===== src/rtl/alu_sequencer.sv =====
// Sign-magnitude ALU sequencer: single-cycle add/sub, iterative shift-add multiply
// and restoring divide over one shared 2W-bit accumulator, saturating at MAX.
module alu_sequencer #(
  parameter int W   = 24,
  parameter int MAX = 9999999
) (
  input  logic         clk,
  input  logic         rst_n,
  input  logic         start,
  input  logic         clear,
  input  logic [1:0]   op,
  input  logic [W-1:0] a_mag,
  input  logic         a_neg,
  input  logic [W-1:0] b_mag,
  input  logic         b_neg,
  output logic         busy,
  output logic         done,
  output logic [W-1:0] res_mag,
  output logic         res_neg,
  output logic [W-1:0] rem_mag,
  output logic         ovf,
  output logic         div0
);

  localparam logic [1:0] ST_IDLE = 2'd0;
  localparam logic [1:0] ST_RUN  = 2'd1;
  localparam logic [1:0] ST_DONE = 2'd2;

  localparam logic [1:0] OP_ADD = 2'd0;
  localparam logic [1:0] OP_SUB = 2'd1;
  localparam logic [1:0] OP_MUL = 2'd2;
  localparam logic [1:0] OP_DIV = 2'd3;

  localparam int CW = $clog2(W + 1);
  localparam logic [CW-1:0]  CNT_LAST = CW'(W - 1);
  localparam logic [2*W-1:0] MAX_WIDE = (2 * W)'(MAX);

  logic [1:0]     state_reg;
  logic [1:0]     op_reg;
  logic [W-1:0]   a_reg, b_reg;
  logic           a_neg_reg, b_neg_reg;
  logic [2*W-1:0] acc_reg;
  logic [CW-1:0]  cnt_reg;
  logic [W-1:0]   res_mag_reg, rem_mag_reg;
  logic           res_neg_reg, ovf_reg, div0_reg;

  // add/sub datapath
  logic         eff_b_neg;
  logic [W:0]   add_sum;
  logic         a_ge_b;
  logic [W-1:0] sub_mag;

  // iterative datapath: mul keeps the partial product in the upper half and the
  // remaining multiplier bits in the lower half; div keeps remainder:quotient.
  logic [W:0]     mul_sum;
  logic [2*W-1:0] mul_next;
  logic [W:0]     div_tmp;
  logic           div_geq;
  logic [W-1:0]   div_rem;
  logic [2*W-1:0] div_next;
  logic [2*W-1:0] iter_next;

  logic           b_zero;
  logic           single_cycle;
  logic           run_last;

  logic [2*W-1:0] fin_wide;
  logic           fin_neg;
  logic [W-1:0]   fin_rem;
  logic           fin_div0;
  logic           fin_ovf;
  logic [W-1:0]   fin_mag;
  logic           fin_neg_final;

  always_comb begin
    eff_b_neg = b_neg_reg ^ op_reg[0];
    add_sum   = {1'b0, a_reg} + {1'b0, b_reg};
    a_ge_b    = (a_reg >= b_reg);
    sub_mag   = a_ge_b ? (a_reg - b_reg) : (b_reg - a_reg);

    mul_sum   = {1'b0, acc_reg[2*W-1:W]} + (acc_reg[0] ? {1'b0, a_reg} : {(W+1){1'b0}});
    mul_next  = {mul_sum, acc_reg[W-1:1]};

    div_tmp   = acc_reg[2*W-1:W-1];
    div_geq   = (div_tmp >= {1'b0, b_reg});
    // when div_geq the true difference is below b, so the low W bits are exact
    div_rem   = div_geq ? (div_tmp[W-1:0] - b_reg) : div_tmp[W-1:0];
    div_next  = {div_rem, acc_reg[W-2:0], div_geq};

    iter_next = op_reg[0] ? div_next : mul_next;

    b_zero       = (b_reg == '0);
    single_cycle = !op_reg[1] || (op_reg == OP_DIV && b_zero);
    run_last     = (state_reg == ST_RUN) && !clear && (single_cycle || cnt_reg == '0);
  end

  always_comb begin
    fin_wide = '0;
    fin_neg  = 1'b0;
    fin_rem  = '0;
    fin_div0 = 1'b0;
    case (op_reg)
      OP_ADD, OP_SUB: begin
        if (a_neg_reg == eff_b_neg) begin
          fin_wide = (2 * W)'(add_sum);
          fin_neg  = a_neg_reg;
        end else begin
          fin_wide = (2 * W)'(sub_mag);
          fin_neg  = a_ge_b ? a_neg_reg : eff_b_neg;
        end
      end
      OP_MUL: begin
        fin_wide = mul_next;
        fin_neg  = a_neg_reg ^ b_neg_reg;
      end
      default: begin
        if (b_zero) begin
          fin_div0 = 1'b1;
        end else begin
          fin_wide = (2 * W)'(div_next[W-1:0]);
          fin_rem  = div_next[2*W-1:W];
          fin_neg  = a_neg_reg ^ b_neg_reg;
        end
      end
    endcase
    fin_ovf       = (fin_wide > MAX_WIDE);
    fin_mag       = fin_ovf ? MAX_WIDE[W-1:0] : fin_wide[W-1:0];
    fin_neg_final = fin_neg && (fin_mag != '0);
  end

  always_ff @(posedge clk or negedge rst_n) begin
    if (!rst_n) begin
      state_reg   <= ST_IDLE;
      op_reg      <= OP_ADD;
      a_reg       <= '0;
      b_reg       <= '0;
      a_neg_reg   <= 1'b0;
      b_neg_reg   <= 1'b0;
      acc_reg     <= '0;
      cnt_reg     <= '0;
      res_mag_reg <= '0;
      res_neg_reg <= 1'b0;
      rem_mag_reg <= '0;
      ovf_reg     <= 1'b0;
      div0_reg    <= 1'b0;
    end else begin
      case (state_reg)
        ST_IDLE: begin
          if (start && !clear) begin
            state_reg <= ST_RUN;
            op_reg    <= op;
            a_reg     <= a_mag;
            b_reg     <= b_mag;
            a_neg_reg <= a_neg;
            b_neg_reg <= b_neg;
            acc_reg   <= {{W{1'b0}}, (op[0] ? a_mag : b_mag)};
            cnt_reg   <= CNT_LAST;
            ovf_reg   <= 1'b0;
            div0_reg  <= 1'b0;
          end
        end
        ST_RUN: begin
          if (clear) begin
            state_reg <= ST_IDLE;
          end else if (run_last) begin
            state_reg <= ST_DONE;
            if (!single_cycle) acc_reg <= iter_next;
          end else begin
            acc_reg <= iter_next;
            cnt_reg <= cnt_reg - CW'(1);
          end
        end
        default: state_reg <= ST_IDLE;
      endcase

      if (run_last) begin
        res_mag_reg <= fin_mag;
        res_neg_reg <= fin_neg_final;
        rem_mag_reg <= fin_rem;
        ovf_reg     <= fin_ovf;
        div0_reg    <= fin_div0;
      end
    end
  end

  assign busy    = (state_reg == ST_RUN);
  assign done    = (state_reg == ST_DONE);
  assign res_mag = res_mag_reg;
  assign res_neg = res_neg_reg;
  assign rem_mag = rem_mag_reg;
  assign ovf     = ovf_reg;
  assign div0    = div0_reg;

endmodule


===== config.mk =====
export PLATFORM = sky130hd
export DESIGN_NAME = alu_sequencer
export DESIGN_NICKNAME = d
export VERILOG_FILES = /design/src/rtl/alu_sequencer.sv
export SDC_FILE = /design/constraint.sdc
export NUM_CORES = 1
export LEC_CHECK = 0
export CELL_PAD_IN_SITES_DETAIL_PLACEMENT = 1
export CELL_PAD_IN_SITES_GLOBAL_PLACEMENT = 2
export CORE_AREA = 3 3 223 225
export DETAILED_ROUTE_END_ITERATION = 7
export DIE_AREA = 0 0 226 228
export MAX_ROUTING_LAYER = met4
export PLACE_DENSITY = 0.73
export SYNTH_ARGS = -nofsm -noshare
export SYNTH_HDL_FRONTEND = slang
export SYNTH_SLANG_ARGS = --single-unit
export TNS_END_PERCENT = 30

===== constraint.sdc =====
create_clock -name clk -period 6.5 [get_ports clk]
set_input_delay 0.65 -clock clk [delete_from_list [all_inputs] [get_ports clk]]
set_output_delay 0.65 -clock clk [all_outputs]
set_load 0.02 [all_outputs]

# Yosys cells after proc, flatten, opt, wreduce, memory -nomap -nowiden
# Index checks and enable logic that the tools add are counted.
# classes
eq_ne	11
bitwise_logic	2
muxes	34
order_cmp	3
n_addsub	6
n_reduce_logical	24
# op_table
op	count
$mux W48	5
$mux W24	8
$pmux W48 S2	2
$sub A24 B24 Y24	3
$add A24 B24 Y25	2
$gt A48 B24 Y1 const B	1
$ge A25 B24 Y1	1
$mux W25	1
$ge A24 B24 Y1	1
$logic_not A24 Y1	1
$reduce_bool A24 Y1	1
$mux W5	3
$pmux W5 S2	1
$mux W1	9
$reduce_and A4 Y1	2
$eq A2 B2 Y1 const B	3
$mux W2	3
$ne A2 B2 Y1 const B	3
$reduce_and A2 Y1	3
$reduce_bool A2 Y1	3
$logic_and A1 B1 Y1	5
$logic_not A5 Y1	1
$sub A5 B1 Y5 const B	1
$eq A2 B1 Y1 const B	2
11 further kinds	15
# totals
register_bits	158
wordCells	93
input_bits	56
out_inout_bits	53

# Logic depth before layout (Yosys ltp)
# Gate-level depths: netlist of run 1.
# depth
word_depth	8
ltp_mapped	19

# Worst setup path after synthesis of run 1
# No wires, ideal clock.
# synth_path
path_kind	register to register
from	register acc_reg[0]
to	register res_neg_reg, in the netlist res_neg
slack_ps	2600
required_time_ps	6354
synth_period_minus_slack_ps	3900
arrival_ps	3754
path_stages_with_launch	18
setup_ps	146
path_cell_list	dfrtp_1 -> clkbuf_1 -> and2_1 -> ha_1 -> fa_1 -> a211oi_1 -> o21ai_0 -> a32oi_1 -> o211ai_1 -> a21oi_1 -> o21bai_1 -> xor2_1 -> nand4b_1 -> o41ai_1 -> o211a_1 -> a21boi_2 -> buf_6 -> a41oi_1
# synth_via
elab_chain_cells	7
word_cells_on_any_way	8
cone_classes	add/sub (1); order compare (1); mux (4); reduce/logical (2)
# synth_lines
element	line_no	text
start: declaration	42	logic [2*W-1:0] acc_reg;
start signal: assignment	156	acc_reg <= {{W{1'b0}}, (op[0] ? a_mag : b_mag)};
start signal: assignment	167	if (!single_cycle) acc_reg <= iter_next;
start signal: assignment	169	acc_reg <= iter_next;
$mux W24	81	mul_sum = {1'b0, acc_reg[2*W-1:W]} + (acc_reg[0] ? {1'b0, a_reg} : {(W+1){1'b0}});
$add A24 B24 Y25	81	
$pmux W48 S2 *	102	case (op_reg)
$gt A48 B24 Y1	126	fin_ovf = (fin_wide > MAX_WIDE);
$mux W24 *	127	fin_mag = fin_ovf ? MAX_WIDE[W-1:0] : fin_wide[W-1:0];
$reduce_bool A24 Y1 *	128	fin_neg_final = fin_neg && (fin_mag != '0);
$logic_and A1 B1 Y1 *	128	
end signal: assignment	178	res_neg_reg <= fin_neg_final;
end: declaration	45	logic res_neg_reg, ovf_reg, div0_reg;
# Every way passes the cells marked *; elsewhere a longest branch is shown, timed or not.
# A chain may end at the register's enable or synchronous reset.

# Final worst setup path of run 1
# layout_path
from	register acc_reg[0]
to	register res_mag_reg[15], in the netlist res_mag[15]
# layout_via
elab_chain_cells	5
word_cells_on_any_way	6
cone_classes	add/sub (1); order compare (1); mux (4)
# layout_lines
element	line_no	text
$mux W24	81	
$add A24 B24 Y25	81	
$pmux W48 S2 *	102	
$gt A48 B24 Y1 *	126	
$mux W24 *	127	
end signal: assignment	177	res_mag_reg <= fin_mag;
end: declaration	44	logic [W-1:0] res_mag_reg, rem_mag_reg;
# Marks and branches as above.

==> results of run 1 <==
critical path: stages (launching register included):
cell and delay [ps]:
dfrtp_1 660, and2_1 280, ha_1 220, fa_1 410, a211oi_1 380, o21ai_0 290, nand2_1 180, nand2_1 100
o311ai_1 410, nand4_1 130, nor4b_1 410, nand4b_1 170, o41ai_1 930, o211a_1 340, a21boi_2 200, buf_4 200
a31oi_1 120
power groups by stage:
stage	Sequential, uW	Clock [uW]	Combinational [uW]
2_1_floorplan	1600	0	3860
3_3_place_gp	1690	0	5930
3_5_place_dp	1700	0	5970
4_1_cts	1680	1100	6010
5_1_grt	1730	1130	6530
6_report	1690	1070	6070
worst max-delay path by stage:
stage | startpoint | end | slack [ps] | cells past startpoint
floorplan | acc_reg[0] | res_neg | 2600 | 17
global placement | acc_reg[0] | res_neg | 1160 | 16
detailed placement | acc_reg[0] | res_neg | 1040 | 16
CTS | acc_reg[0] | res_mag[15] | 980 | 16
global route | acc_reg[0] | res_mag[15] | 500 | 16
finish | acc_reg[0] | res_mag[15] | 930 | 16
logic make-up after synthesis:
family	after synthesis	share of synthesized area
mux	64	0.0461
fa+ha+maj	127	0.113
buf+inv	189	0.0543
compound gates	629	0.283
flops	158	0.275
simple gates	576	0.190
xor+xnor	64	0.0390
layout make-up:
cell class / count / area, um2
antenna: 1 / 2.50
clock buffer: 19 / 453
clock inverter: 13 / 130
fill: 5690 / 31100
inverter: 90 / 338
multi-input combinational: 1460 / 9690
sequential: 158 / 3960
tap: 615 / 769
timing repair buffer: 135 / 1290
per-layer routing:
| metal | GRT usage | routed length, um |
|---|---|---|
| met1 | 0.349 | 30500 |
| met2 | 0.446 | 32900 |
| met3 | 0.0347 | 2300 |
| met4 | 0.0864 | 2090 |
| met5 | - | 0 |
stage by stage:
stage          instances  total power, uW  setup slack [ps]
2_1_floorplan       1807             5460              2600
3_3_place_gp        2458             7620              1160
3_5_place_dp        2458             7670              1040
4_1_cts             2490             8790               978
5_1_grt             2490             9380               498
6_report            2491             8820               927
Yosys cell counts (36+ instances only):
cell type / number / share of area
a211oi_1: 38 / 0.020
a21oi_1: 153 / 0.053
clkbuf_1: 57 / 0.015
dfrtp_1: 158 / 0.27
ha_1: 122 / 0.11
inv_1: 88 / 0.023
mux2i_1: 46 / 0.032
nand2_1: 209 / 0.055
nor2_1: 131 / 0.034
nor3_1: 36 / 0.013
o21ai_0: 178 / 0.062
xnor2_1: 47 / 0.029
layout by cell type, fill, tap and decap left out, types with 20 or more instances in the layout:
cell type	synthesis	layout
mux2i_1	46	46
nor3_1	36	35
dfrtp_1	158	157
a211oi_1	38	38
a21o_1	31	31
nor2_1	131	130
buf_4	3	26
nand2_1	209	209
clkdlybuf4s50_1	0	106
a21oi_1	153	153
ha_1	122	122
nand3_1	35	35
o21ai_0	178	177
a22o_1	28	28
nor2b_1	32	32
inv_1	88	88
a31oi_1	27	27
and2_1	31	31
o31ai_1	20	20
nand4_1	24	24
xnor2_1	47	45
o21bai_1	21	21
==> results.cfg, run 1 <==
[power]
seq_power_share = 0.191
combPwrFrac = 0.688
power.switching_uw = 4910
p_int_uw = 3910
leakage_uw = 0.00711
swShare = 0.556
ir_worst_vdd_mv = 0.224
pwr-share-clk = 0.121
powerDensity_nw_per_um2 = 530

[timing]
timing_worst_slew_pin_value_ps = 1130
rsz0062_at_grt = no
fin_setup_tns_ps = 0
finClkSkew_ps = 18.1
hold_violations = 0
setup_violations = 0
layout_min_cycle_time_ps = 5570
max-slew-margin-rel = 0.237
slew_violations = 0
hold-worst-slack_ps = 159
fin_crit_sh = 0.857
max_freq_mhz = 179

[detailed_routing]
wl_per_cell_um = 27.2
viasPerCell = 5.84
postRouteAntennaNets = 0
drt_iter0_markers = 956
drc = 0
vias = 14500
dr.pass1.iters = 5
drt-total-wl_um = 67700

[min_path]
hold_path_class = in2async

[floorplan]
start_util = 0.301
top_level_ports = 109
rows = 80
die_y_um = 228
dieArea_um2 = 51500
die_x_um = 226
core_um2 = 47700

[yosys]
synth_cell_types = 91
yosysWarnings = 0
avgSynthCellArea_um2 = 7.96
dominantRegCellSynth = dfrtp_1
async_flop_share = 1.00
ys_seq_area_frac = 0.275
ys_ff_latch = 158
post_synth_instance_area_um2 = 14400
synth_edf_count = 0
syn_nets = 1990
synth_cells = 1807

[setup_path]
crit_path_start_kind = register
r2r_cells = 16
required_ps = 6850
r2r_end = res_mag[15]
critPathCaptureType = register
critPathKind = reg2reg
r2r-start = acc_reg[0]
critPathArrivalTime_ps = 5920
reg2reg_slack_ps = 930
critPathMaxFanout = 26

[global_routing]
antenna_found_initial = 2
grt_pass1_wl_um = 101000
grt_max_degree = 103
overflow = 0
grt_pass1_vias = 15000
grt_usage = 0.272

[clocking]
clk_pin_slew_ps = 70
cts-buffers-inserted = 17
cts_resized = 0
cts.sinks = 158
root_buffer = clkbuf_16
htreeDepth = 4
cts_tree = built
cts_buffer_depth = 2
clkLatencyLatePin_ps = 500
cts-hold-fix-buffers = 0
post_cts_buffers = 0

[layout]
syn_to_final_growth_pct = 15.6
nets = 2045
drive_gt1_frac = 0.0635
fin_util = 0.348
finalInstanceArea_um2 = 16600
largest_reg_flops = 48

[placement]
dpl.hpwl_um = 53000
postPlaceCellArea_um2 = 16000
port_buffers = 108
place_congestion = 0.958

[flow_run]
max-cap-violations = 0

[run_status]
run_status = completed
No activity file was read; power rests on OpenSTA's default activity.
==> run 2, diff against run 1 <==
--- a/config.mk
+++ b/config.mk
@@ -10,6 +10,7 @@
 export CORE_AREA = 3 3 223 225
 export DETAILED_ROUTE_END_ITERATION = 7
 export DIE_AREA = 0 0 226 228
+export GPL_TIMING_DRIVEN = 0
 export MAX_ROUTING_LAYER = met4
 export PLACE_DENSITY = 0.73
 export SYNTH_ARGS = -nofsm -noshare
==> run 2 against run 1 <==
  * Final area is 1.2% higher
  * Highest routed layer unchanged
  * First-iteration DRC count rose by 29%
  * Sequential cell count did not move
  * Core utilization up 0.43 points
  * Clock skew is 1.4 ps lower
==> results.cfg, run 2 (same netlist as run 1, synthesis figures left out) <==
[layout]
finalInstanceArea_um2 = 16800
largest_reg_flops = 48
syn_to_final_growth_pct = 17.1
fin_util = 0.353
drive_gt1_frac = 0.0596
nets = 2117
mostFrequentLayoutCell = nand2_1
final_cell_mix = 209 x nand2_1, 178 x o21ai_0, 158 x dfrtp_1

[setup_path]
cp_cell_sequence = clkbuf_1 -> and2_1 -> ha_1 -> fa_1 -> a2111oi_0 -> nand3_1 -> nor4b_1 -> nand4_1 -> nor4b_1 -> nand4b_1 -> o41ai_2 -> o211a_1 -> a21boi_2 -> buf_6 -> a41oi_1
critPathCaptureType = register
worst-path-buf-inv = 2
max_stage_delay_ps = 710
critPathMaxFanout = 10
cp_slowest_cell = a2111oi_0
r2r_cells = 15
r2r-start = acc_reg[0]
crit_path_start_kind = register
crit_family = compound AO/OA/AOI/OAI gates
reg2reg_slack_ps = 580
critPathKind = reg2reg
r2r_end = res_neg
required_ps = 6810
critPathMostFrequentCell = nor4b_1
critPathArrivalTime_ps = 6230

[detailed_routing]
drc = 0
dr.pass1.iters = 5
viasPerCell = 5.84
postRouteAntennaNets = 0
vias = 15000
drt-total-wl_um = 72400
drt_iter0_markers = 1233
wl_per_cell_um = 28.3

[timing]
rsz0062_at_grt = no
fin_setup_tns_ps = 0
max-slew-margin-rel = 0.297
finClkSkew_ps = 16.7
slew_violations = 0
max_freq_mhz = 169
layout_min_cycle_time_ps = 5920
hold-worst-slack_ps = 115
setup_violations = 0
fin_crit_sh = 0.910
hold_violations = 0
timing_worst_slew_pin_value_ps = 1050

[global_routing]
overflow = 0
grt_max_degree = 94
antenna_found_initial = 2
grt_pass1_wl_um = 106000
grt_pass1_vias = 15600
grt_usage = 0.288

[flow_run]
max-cap-violations = 0

[placement]
port_buffers = 107
place_congestion = 0.957
postPlaceCellArea_um2 = 16300
dpl.hpwl_um = 59400

[clocking]
cts-buffers-inserted = 17
cts_resized = 0
cts_buffer_depth = 2
cts-hold-fix-buffers = 0
cts_tree = built
htreeDepth = 4
root_buffer = clkbuf_16
post_cts_buffers = 0
clk_pin_slew_ps = 70
cts.sinks = 158
clkLatencyLatePin_ps = 480

[power]
leakage_uw = 0.00717
powerDensity_nw_per_um2 = 540
ir_worst_vdd_mv = 0.161

[floorplan]
top_level_ports = 109
core_um2 = 47700
die_x_um = 226
die_y_um = 228
start_util = 0.301
rows = 80
dieArea_um2 = 51500

[min_path]
hold_path_class = in2async

[run_status]
run_status = completed
==> run 2: changes by cell type in the layout (fill, tap and decap cells not counted), sizes merged <==
cell      previous run  this run
clkinv               4         5
clkinvlp             5         4
inv                 93        91
buf                 29        44
clkbuf              19        78
==> run 2: layer usage <==
metal  vias up  wire length (um)  global-route usage
li1       6811                 -                   -
met1      7584             31800               0.367
met2       459             34400               0.463
met3       125              3280              0.0399
met4         0              2980               0.109
met5         -                 0                   -
==> run 2: layout make-up <==
class / count / area, um2
Tap cell: 615 / 769
Multi-Input combinational cell: 1460 / 9670
Inverter: 90 / 338
Buffer: 99 / 443
Clock inverter: 11 / 111
Fill cell: 5763 / 30900
Clock buffer: 21 / 450
Timing Repair Buffer: 108 / 1100
Antenna cell: 1 / 2.50
Sequential cell: 158 / 3950
==> run 2: worst max path at each step <==
stage,start,endpoint,slack (ps),depth (start not counted)
2_1_floorplan,acc_reg[0],res_neg,2600,17
3_3_place_gp,rst_n,rem_mag[8],-2380,1
3_5_place_dp,acc_reg[0],res_neg,320,15
4_1_cts,acc_reg[0],res_neg,260,15
5_1_grt,acc_reg[0],res_neg,310,15
6_report,acc_reg[0],res_neg,580,15
==> run 2: metrics by stage <==
step                      power (uW)  instances  setup WS [ps]
final                           9090       2563            582
after global placement          7920       2529          -2380
after global routing            9640       2562            308
after floorplan                 5460       1807           2600
after CTS                       8990       2562            262
after detailed placement        7960       2530            324
==> run 2: report_power, final <==
part	internal (uW)	switching (uW)	total (uW)
registers	1270	361	1630
logic	2130	4320	6450
clock network	540	464	1000
==> run 2: worst register-to-register path, delay by kind of cell, from the launching register on <==
family,cells,cell delay [ps]
compound gates,5,2230
fa+ha+maj,2,740
buf+inv,2,480
flops,1,590
simple gates,6,1720
==> run 3, diff against run 2 <==
==> config.mk (replaced) <==
export PLATFORM = sky130hd
export DESIGN_NAME = alu_sequencer
export DESIGN_NICKNAME = d
export VERILOG_FILES = /design/src/rtl/alu_sequencer.sv
export SDC_FILE = /design/constraint.sdc
export NUM_CORES = 1
export LEC_CHECK = 0
export CELL_PAD_IN_SITES_DETAIL_PLACEMENT = 0
export CELL_PAD_IN_SITES_GLOBAL_PLACEMENT = 1
export CORE_AREA = 3 3 223 225
export CTS_CLUSTER_DIAMETER = 60
export DETAILED_ROUTE_END_ITERATION = 7
export DIE_AREA = 0 0 226 228
export GPL_TIMING_DRIVEN = 0
export MAX_ROUTING_LAYER = met4
export PLACE_DENSITY = 0.61
export RECOVER_POWER = 100
export SYNTH_ARGS = -nofsm -noshare
export SYNTH_HDL_FRONTEND = slang
export SYNTH_SLANG_ARGS = --single-unit
export TNS_END_PERCENT = 30
==> run 3 against run 2 <==
  * The flow now finishes with violations (capacitance limit, slew limit)
  * Critical path depth rose by 2
  * Register-to-register slack got worse by 150 ps
  * Sequential cell count did not move
  * Sequential power barely moved
  * Cell count barely moved
  * Worst hold slack improved by 360 ps
  * Non-clock buffer count rose by 2
  * Fmax fell by 2.5%
  * Global-route usage fell by 0.62 points
  * Largest power group unchanged
  * Highest routed layer unchanged
==> results.cfg, run 3 (same netlist as run 1, synthesis figures left out) <==
[timing]
max_freq_mhz = 165
fin_setup_tns_ps = 0
max-slew-margin-rel = -2.11
hold_violations = 0
layout_min_cycle_time_ps = 6070
hold-worst-slack_ps = 477
rsz0062_at_grt = no
worst_slack_ps = 428
finClkSkew_ps = 16.5
timing_worst_slew_pin_value_ps = 4660
fin_crit_sh = 0.934
slew_violations = 79
setup_violations = 0

[setup_path]
crit_family = compound AO/OA/AOI/OAI gates
worst-path-buf-inv = 2
crit_path_start_kind = register
max_stage_delay_ps = 1100
reg2reg_slack_ps = 430
critPathCaptureType = register
critPathMaxFanout = 10
critPathKind = reg2reg
cp_slowest_cell = o41ai_1
critPathMostFrequentCell = nand2_1
cp_cell_sequence = clkbuf_1 -> and2_0 -> ha_1 -> fa_1 -> a211oi_1 -> o21ai_0 -> nand2_1 -> nand2_1 -> o311ai_1 -> nand4_1 -> nor4b_1 -> nand4b_1 -> o41ai_1 -> o211a_1 -> a21boi_2 -> buf_6 -> a41oi_1
critPathArrivalTime_ps = 6390
required_ps = 6820

[detailed_routing]
drt-total-wl_um = 70900
wl_met2_um = 33300
dr.pass1.iters = 5
vias = 15000
wl_met1_um = 30900
wl_per_cell_um = 27.6
drc = 0
viasPerCell = 5.84
route.met3.wl_um = 3780
highest_layer = met4
postRouteAntennaNets = 0
drt_iter0_markers = 1565

[power]
ir_worst_vdd_mv = 0.170
powerDensity_nw_per_um2 = 533
total_power_uw = 8950
leakage_uw = 0.00726

[layout]
fillers = 5113
finalInstanceArea_um2 = 16800
mostFrequentLayoutCell = nand2_1
drive_gt1_frac = 0.0570
num_antenna_cells = 0
nets = 2119
final_cell_mix = 209 x nand2_1, 179 x o21ai_0, 158 x dfrtp_1
syn_to_final_growth_pct = 16.8
largest_reg_flops = 48

[floorplan]
core_um2 = 47700
dieArea_um2 = 51500
die_y_um = 228
rows = 80
die_x_um = 226
start_util = 0.301
top_level_ports = 109

[global_routing]
grt_max_degree = 81
grt_usage = 0.281
grt_pass1_vias = 14600
antenna_found_initial = 1
overflow = 0
grt_pass1_wl_um = 103000

[clocking]
cts.sinks = 158
root_buffer = clkbuf_16
htreeDepth = 4
post_cts_buffers = 0
clk_pin_slew_ps = 70
cts_resized = 0
cts_buffer_depth = 2
cts_tree = built
cts-hold-fix-buffers = 0
cts-buffers-inserted = 17
clkLatencyLatePin_ps = 480

[flow_run]
max-cap-violations = 1

[run_status]
violations = capacitance limit, slew limit
run_status = finished with violations

[placement]
postPlaceCellArea_um2 = 16300
place_congestion = 0.953
port_buffers = 107
dpl.hpwl_um = 57700
pre_cts_slack_ps = 507

[min_path]
hold_path_class = reg2reg
run 3: layout make-up:
cell class / count / area (um2) / share of cell area
Clock buffer: 20 / 457 / 0.0272
Inverter: 90 / 338 / 0.0201
Multi-Input combinational cell: 1460 / 9650 / 0.575
Buffer: 99 / 440 / 0.0262
Timing Repair Buffer: 110 / 1100 / 0.0655
Sequential cell: 158 / 3950 / 0.235
Tap cell: 615 / 769 / 0.0458
Clock inverter: 12 / 86.3 / 0.00514
run 3: final timing paths:
path / endpoint / cells after the start / start
max in group asynchronous: res_mag[7] / 1 / rst_n
max reg2reg: res_neg / 17 / acc_reg[0]
min in group asynchronous: rem_mag[5] / 1 / rst_n
min: rem_mag[13] / 2 / rem_mag[13]
min reg2reg: rem_mag[13] / 2 / rem_mag[13]
max: res_neg / 17 / acc_reg[0]
run 3: worst min-delay path, delay by kind of cell, from the launching register on:
| family | cells | cell delay [ps] |
|---|---|---|
| AOI/OAI and AO/OA | 1 | 60 |
| DFF | 1 | 340 |
| and+or+nand+nor | 1 | 40 |
run 3: per-stage QoR:
step                cells  utilization
floorplan            1807            -
global placement     2529        0.340
detailed placement   2532        0.341
CTS                  2564        0.352
global route         2564        0.352
finish               2564        0.352
run 3: metal layers:
layer	GRT usage	up-vias
li1	-	6842
met1	0.363	7414
met2	0.450	590
met3	0.0400	132
met4	0.100	0
met5	-	-
run 3: report_power, final:
group	switching [uW]	internal (uW)
sequential	360	1270
combinational	4250	2090
clock	470	509
total	5080	3870
